**config.mk**
```make
export PLATFORM = sky130hd
export DESIGN_NAME = zbt_video_reader
export DESIGN_NICKNAME = d
export VERILOG_FILES = /design/src/rtl/zbt_video_reader.sv
export SDC_FILE = /design/constraint.sdc
export NUM_CORES = 1
export LEC_CHECK = 0
export BUFFER_PORTS_ARGS = -buffer_cell sky130_fd_sc_hd__buf_2
export CAP_MARGIN = 20
export CORE_MARGIN = 2
export CORE_UTILIZATION = 50
export DETAILED_ROUTE_END_ITERATION = 8
export HOLD_SLACK_MARGIN = 0.12
export PLACE_DENSITY = 0.74
export SLEW_MARGIN = 20
export SYNTH_ARGS = -nofsm -noshare
export SYNTH_HDL_FRONTEND = slang
export SYNTH_SLANG_ARGS = --single-unit
```
**constraint.sdc**
```tcl
create_clock -name internal_clock_40 -period 2.18 [get_ports internal_clock_40]
set_clock_uncertainty 0.05 [all_clocks]
set_input_delay 0.327 -clock internal_clock_40 [delete_from_list [all_inputs] [get_ports internal_clock_40]]
set_output_delay 0.327 -clock internal_clock_40 [all_outputs]
set_load 0.03 [all_outputs]
```
**src/rtl/zbt_video_reader.sv**
```systemverilog
// zbt_video_reader: VGA raster timing generator that streams pixels out of a
// double-buffered ZBT SRAM. It issues one read address per active pixel,
// realigns the returned data with delayed sync/blank flags, and flips the
// display bank at frame boundaries on the writer's request.
module zbt_video_reader #(
    parameter int READ_LATENCY = 2,
    parameter int H_ACTIVE     = 800,
    parameter int H_FP         = 40,
    parameter int H_SYNC       = 128,
    parameter int H_BP         = 88,
    parameter int V_ACTIVE     = 600,
    parameter int V_FP         = 1,
    parameter int V_SYNC       = 4,
    parameter int V_BP         = 23
) (
    input  logic        internal_clock_40,
    input  logic        resetn,
    output logic [18:0] Video_Address_40_O,
    input  logic [31:0] Video_Data_40_I,
    input  logic        Swap_Request_I,
    output logic        Swap_Ack_O,
    output logic        Bank_Select_O,
    output logic        Frame_Start_O,
    output logic [7:0]  VGA_Red_O,
    output logic [7:0]  VGA_Green_O,
    output logic [7:0]  VGA_Blue_O,
    output logic        VGA_HSync_O,
    output logic        VGA_VSync_O,
    output logic        VGA_Blank_n_O
);

    localparam int H_TOTAL  = H_ACTIVE + H_FP + H_SYNC + H_BP;
    localparam int V_TOTAL  = V_ACTIVE + V_FP + V_SYNC + V_BP;
    localparam int H_W      = $clog2(H_TOTAL + 1);
    localparam int V_W      = $clog2(V_TOTAL + 1);
    // Flags must cover one address-register cycle, the SRAM latency and the
    // RGB output register.
    localparam int DL       = READ_LATENCY + 2;
    localparam int HS_START = H_ACTIVE + H_FP;
    localparam int HS_END   = HS_START + H_SYNC;
    localparam int VS_START = V_ACTIVE + V_FP;
    localparam int VS_END   = VS_START + V_SYNC;

    logic [H_W-1:0] h_q, h_d;
    logic [V_W-1:0] v_q, v_d;
    logic [18:0]    pix_q, pix_d;
    logic [18:0]    addr_q, addr_d;
    logic           bank_q, bank_d;
    logic           ack_q, ack_d;
    logic [DL-1:0]  act_dl_q, act_dl_d;
    logic [DL-1:0]  hs_dl_q, hs_dl_d;
    logic [DL-1:0]  vs_dl_q, vs_dl_d;
    logic [23:0]    rgb_q, rgb_d;

    logic active;
    logic hs_raw;
    logic vs_raw;
    logic last_cycle;
    logic swap_now;
    logic unused_data_bits;

    // Decode raster position into active/sync flags and the frame-end strobe.
    always_comb begin
        // NOTE: every signal written here gets a value on every path, so no latch is inferred.
        active     = (h_q < H_W'(H_ACTIVE)) && (v_q < V_W'(V_ACTIVE));
        hs_raw     = (h_q >= H_W'(HS_START)) && (h_q < H_W'(HS_END));
        vs_raw     = (v_q >= V_W'(VS_START)) && (v_q < V_W'(VS_END));
        last_cycle = (h_q == H_W'(H_TOTAL - 1)) && (v_q == V_W'(V_TOTAL - 1));
        swap_now   = last_cycle && Swap_Request_I;
    end

    // Next-state: raster counters, pixel address, bank swap, flag delay lines, RGB.
    always_comb begin
        h_d = h_q + 1'b1;
        v_d = v_q;
        if (h_q == H_W'(H_TOTAL - 1)) begin
            h_d = '0;
            v_d = (v_q == V_W'(V_TOTAL - 1)) ? '0 : v_q + 1'b1;
        end

        // Running pixel index replaces v*H_ACTIVE+h without a multiplier.
        pix_d = pix_q;
        if (last_cycle) begin
            pix_d = '0;
        end else if (active) begin
            pix_d = pix_q + 19'd1;
        end

        // Address register only moves on active pixels, holding through blanking.
        addr_d = active ? pix_q : addr_q;

        // Swap is only honoured at the frame boundary, so at most once per frame.
        ack_d  = swap_now;
        bank_d = bank_q ^ swap_now;

        act_dl_d = {act_dl_q[DL-2:0], active};
        hs_dl_d  = {hs_dl_q[DL-2:0], hs_raw};
        vs_dl_d  = {vs_dl_q[DL-2:0], vs_raw};

        // Data arriving now belongs to the pixel whose flag sits one stage
        // short of the output end of the delay line.
        rgb_d = act_dl_q[READ_LATENCY] ? Video_Data_40_I[23:0] : 24'd0;
    end

    // State registers with synchronous active-low reset.
    always_ff @(posedge internal_clock_40) begin
        // NOTE: non-blocking assignments, so every flop sees pre-edge values of the others.
        if (!resetn) begin
            h_q      <= '0;
            v_q      <= '0;
            pix_q    <= '0;
            addr_q   <= '0;
            bank_q   <= 1'b0;
            ack_q    <= 1'b0;
            // NOTE: the delay lines are plain flops, not a RAM, so they can and do reset here.
            act_dl_q <= '0;
            hs_dl_q  <= '0;
            vs_dl_q  <= '0;
            rgb_q    <= '0;
        end else begin
            h_q      <= h_d;
            v_q      <= v_d;
            pix_q    <= pix_d;
            addr_q   <= addr_d;
            bank_q   <= bank_d;
            ack_q    <= ack_d;
            act_dl_q <= act_dl_d;
            hs_dl_q  <= hs_dl_d;
            vs_dl_q  <= vs_dl_d;
            rgb_q    <= rgb_d;
        end
    end

    // Byte [31:24] of the SRAM word carries no colour.
    assign unused_data_bits = ^Video_Data_40_I[31:24];

    assign Video_Address_40_O = addr_q;
    assign Swap_Ack_O         = ack_q;
    assign Bank_Select_O      = bank_q;
    // Gated with resetn so the pulse is absent while reset is held and
    // present in the first cycle after release, when counters sit at (0,0).
    assign Frame_Start_O      = resetn && (h_q == '0) && (v_q == '0);
    assign VGA_Red_O          = rgb_q[23:16];
    assign VGA_Green_O        = rgb_q[15:8];
    assign VGA_Blue_O         = rgb_q[7:0];
    assign VGA_HSync_O        = hs_dl_q[DL-1];
    assign VGA_VSync_O        = vs_dl_q[DL-1];
    assign VGA_Blank_n_O      = act_dl_q[DL-1];

endmodule

```
# Word level (Yosys, flattened, before mapping)
# Cells that the tools add are included.
[word_totals]
register_bits = 97
elab_cells = 36
out_inout_bits = 49
input_bits = 35
[op_classes]
n_eq_ne = 2
add_sub_neg = 3
bitwise = 2
muxes = 1
magnitude_cmp = 6
reduce_logical = 12
[ops]
columns = ["op", "count"]
rows = [
  ["11-bit by 10-bit less-than comparator with 1-bit output, second input constant", 2],
  ["10-bit less-than comparator, second input constant", 2],
  ["19-bit by 1-bit adder with 19-bit output, second input constant", 1],
  ["11-bit by 1-bit adder with 11-bit output, second input constant", 1],
  ["11-bit == test, second input constant", 1],
  ["11-bit by 10-bit greater-or-equal comparator with 1-bit output, second input constant", 1],
  ["11-bit zero test", 1],
  ["10-bit by 1-bit adder with 10-bit output, second input constant", 1],
  ["10-bit == test, second input constant", 1],
  ["10-bit greater-or-equal comparator, second input constant", 1],
  ["10-bit zero test", 1],
  ["10-bit 2-to-1 mux", 1],
  ["1-bit logical AND", 7],
  ["2-bit OR reduction", 2],
  ["2-bit AND reduction", 1],
  ["1-bit NOT", 1],
  ["1-bit XOR", 1],
]

# Depth between registers and ports, before layout
[logic_depth]
word_depth = 4
ltp_mapped = 7
ltp_nobuf = 5

# Worst setup path after synthesis
# OpenSTA, ideal clock, no wires.
[synth_timing]
path_kind = "reg-to-reg"
from = "register h_q[0]"
to = "register pix_q[0]"
path_stages_with_launch = 8
required_ns = 2.002
synth_period_minus_slack_ns = 1.937
arrival_time_ns = 1.759
setup_time_ns = 0.128
setup_slack_ns = 0.243
path_buffers = 2
cell_sequence = "dfxtp_1 ha_1 and4_1 buf_2 nand4_2 o21ai_2 clkbuf_1 nor2_1"
[synth_between]
elab_chain_len = 3
elab_cells_between_ends = 5
cone_classes = "1 x order compare; 1 x eq/ne; 3 x reduce/logical"
[synth_lines]
columns = ["element", "line", "source"]
rows = [
  ["start: declaration", "44", "logic [H_W-1:0] h_q, h_d;"],
  ["start signal: assignment", "109", "h_q <= '0;"],
  ["start signal: assignment", "121", "h_q <= h_d;"],
  ["branches (longest 3 deep; another with 11-bit by 10-bit less-than comparator with 1-bit output)", "-", ""],
  ["end signal: assignment", "123", "pix_q <= pix_d;"],
  ["end: declaration", "46", "logic [18:0] pix_q, pix_d;"],
]
# Several ways; the timed one is not identified.
# A chain may end at the register's enable or synchronous reset.

# Worst setup path after layout
[layout_timing]
from = "register h_q[6]"
to = "output port Frame_Start_O"
[layout_between]
elab_chain_len = 3
[layout_lines]
columns = ["element", "line", "source"]
rows = [
  ["11-bit zero test", "142", "assign Frame_Start_O = resetn && (h_q == '0) && (v_q == '0);"],
  ["1-bit logical AND (2 in a row)", "142", ""],
  ["end: declaration", "23", "output logic Frame_Start_O,"],
]
# No other way between the ends.

==> run summary <==
Detail Placement HPWL -> 5.71 mm
RSZ-0062 raised after global routing -> false
Final Instance Area -> 4600 µm²
Worst Tran Pin Value -> 586 ps
GRT Total Usage -> 19.7%
CTS clk-pin slew, worst paths -> 100 ps
R2R depth -> 5
Max rail drop VDD -> 0.000412 V
max-cap violation count -> 0
CTS Root Cell -> clkbuf_8
fin crit share -> 93.3%
normalized max-slew margin -> 60.8%
TNS Setup -> 0 ps
crit path launch type -> flip-flop
port buffer count -> 75
post-synthesis average cell area -> 9.03 µm²
Clock power frac -> 40.7%
Placed Area -> 4350 µm²
register share of total power -> 55.2%
Site Rows -> 31
syn nets -> 466
worst hold path class -> in -> reg
TritonCTS clock tree -> yes
fmax -> 0.492 GHz
CP cell instances -> buf_4 > nor3_4 > nand2_1 > nor3_1 > buf_2
Top FF cell, synth -> dfxtp_1
Synth-to-Final Area Change -> 19.8%
Crit path arrival time -> 1660 ps
Final Setup Violations -> 0
clk_lat worst skew -> 350 ps
Synth top cells by count -> dfxtp_1, nand2_1, a21oi_1
switch share -> 21.8%
CTS buffer count -> 9
DRT Pass-1 Iters -> 4
Boundary Pins -> 84
Worst Path Buf+Inv -> 2
fin. max-slew vios -> 0
Final nets -> 539
Iter 0 DRT Violations -> 169
via count -> 3274
hold path endpoint -> rgb_q[6]$_SDFF_PN0_
synth top area cells -> dfxtp_1, a21oi_1, nand2_1
r2r endpoint -> pix_q[18]$_SDFFE_PP0P_
Crit path largest cell delay -> 360 ps
hold depth -> 2
first-pass GRT wire length -> 13.6 mm
antenna violations before repair -> 0
Detail Route Antenna Nets -> 0
leading area contributor after synthesis -> dfxtp_1
die span in x -> 91.6 µm
H-Tree Depth -> 3
final hold violation count -> 0
maximum root-to-sink buffer count -> 2
ANT cells -> 0
Max Fanout on Critical Path -> 5
fraction of the yosys area taken by sequential cells -> 50.6%
FFs w/ async S/R, synth -> 0%
initial core utilization -> 52.4%
GRT Residual Overflow -> 0
Setup crit end kind -> output port
worst path required time -> 1800 ps
per-cell routed wire length -> 13.5 µm
routed vias/inst -> 5.44
number of synthesized flops with an enable pin -> 0
Clock Sinks -> 97
Filler Cell Count -> 638
vias in the first global route -> 2900
count leader, synth -> dfxtp_1
Lkg Pwr -> 1.95 nW
die height -> 91.6 µm
Synth Warn # -> 0
core area -> 7330 µm²
critical path class -> reg -> out
worst min-delay path startpoint -> Video_Data_40_I[6]
#FFs+latches synth -> 97
delay-heaviest family, CP -> simple AND/OR/NAND/NOR gates
CP max stage cell -> dfxtp_1
combinational power share -> 4.1%
r2r setup slk -> 160 ps
Switch Pwr -> 0.000716 W
DRC -> 0
Critical R2R Launch -> v_q[4]$_SDFFE_PN0N_
Final GP Congestion -> 0.848
status -> completed
Mapped Cells -> 425
Int Pwr -> 0.00256 W
share of cells above drive strength 1 -> 23.1%
die area -> 8390 µm²
final WL -> 8.13 mm
P per Cell Area -> 713 nW/µm²
Post-Synthesis Cell Area -> 3840 µm²
largest net degree at the start of global routing -> 38
synth unique cells -> 41
hold buffer count at cts -> 0
area share of the largest cell type after synthesis -> 50.6%
Tmin final -> 2030 ps
==> cell usage in the layout (no fill, tap or decap), types with 2 or more instances in the layout <==
cell and instances:
dfxtp_1 97, buf_2 75, nand2_1 51, a21oi_1 41, nor2_1 27, and3_1 27, nand4_1 16, and2_1 15
buf_4 15, o31ai_1 14, nand3_1 13, or4_1 13, clkbuf_8 11, inv_1 10, o21ai_0 10, xnor2_1 10
or3_1 8, nor4_1 6, ha_1 6, and4_1 5, xor2_1 4, nor3_1 3, nand4_2 2, mux2i_1 2
bufinv_16 2
==> state kept, by name (all words and copies together) (netlist names) <==
name,count
vs_dl_q,4
rgb_q,24
Swap_Ack_O,1
v_q,10
h_q,11
act_dl_q,4
pix_q,19
Video_Address_40_O,19
Bank_Select_O,1
hs_dl_q,4
==> cell type report <==
cell class	instances	area, µm²	share of cell area [%]
sequential	97	1940	42.2
multi-input combinational	288	1750	38.0
timing repair buffer	91	508	11.0
clock buffer	11	151	3.29
tap	99	124	2.69
clock inverter	5	85.1	1.85
inverter	11	41.3	0.898
==> worst register-to-register path, delay by kind of cell (launching register included) <==
family	cells	cell delay [ps]
DFF	1	390
muxes	1	160
and+or+nand+nor	1	410
AOI/OAI and AO/OA	2	770
buffers and inverters	1	180
==> stage by stage <==
step           std cells  setup slack, ps  utilization (%)  total power (W)  hold slack (ps)
2_1_floorplan        425              243                -          0.00193              362
3_3_place_gp         586              168             59.4          0.00198              366
3_5_place_dp         586              104             59.4          0.00199              371
4_1_cts              602             41.1             62.6          0.00331              150
5_1_grt              602             39.7             62.7          0.00340              148
6_report             602              146             62.7          0.00328              161
==> kinds of logic (layout without fill, tap and decap cells) <==
group / Yosys count / after routing / share of synthesized area (%)
AOI/OAI and AO/OA: 78 / 78 / 13.0
xor gates and xnor gates: 14 / 14 / 3.19
adders and majority gates: 6 / 6 / 1.96
buffers and inverters: 40 / 118 / 4.43
DFF: 97 / 97 / 50.6
muxes: 2 / 2 / 0.522
and+or+nand+nor: 188 / 188 / 26.3
==> repair_timing <==
item                       in CTS  in global routing
setup endpoints to repair       0                  8
buffers inserted                0                  0
gates resized for setup         0                  2
==> worst max path at each step <==
stage                     slack, ps                 from  cells past startpoint                     end
final                           150    h_q[6]$_SDFF_PP0_                      5           Frame_Start_O
after global routing             40    h_q[6]$_SDFF_PP0_                      5           Frame_Start_O
after CTS                        40    h_q[6]$_SDFF_PP0_                      5           Frame_Start_O
after detailed placement        100  v_q[4]$_SDFFE_PN0N_                      5  pix_q[18]$_SDFFE_PP0P_
after global placement          170  v_q[4]$_SDFFE_PN0N_                      5  pix_q[18]$_SDFFE_PP0P_
after floorplan                 240    h_q[0]$_SDFF_PP0_                      7   pix_q[0]$_SDFFE_PP0P_
==> layer usage <==
metal | up-vias | global-route usage [%] | part of all wire (%)
li1 | 1655 | - | -
met1 | 1514 | 25.8 | 47
met2 | 99 | 32.7 | 47
met3 | 6 | 3.29 | 5.5
met4 | 0 | 7.58 | 0.89
met5 | - | 0 | 0
==> power groups by stage <==
stage	sequential (W)	combinational, W	clock (W)
after detailed placement	0.00185	0.000136	0
after global placement	0.00185	0.000133	0
final	0.00181	0.000135	0.00133
after global routing	0.00182	0.000149	0.00144
after CTS	0.00181	0.000137	0.00136
after floorplan	0.00187	0.0000639	0
No activity file was read; power rests on OpenSTA's default activity.
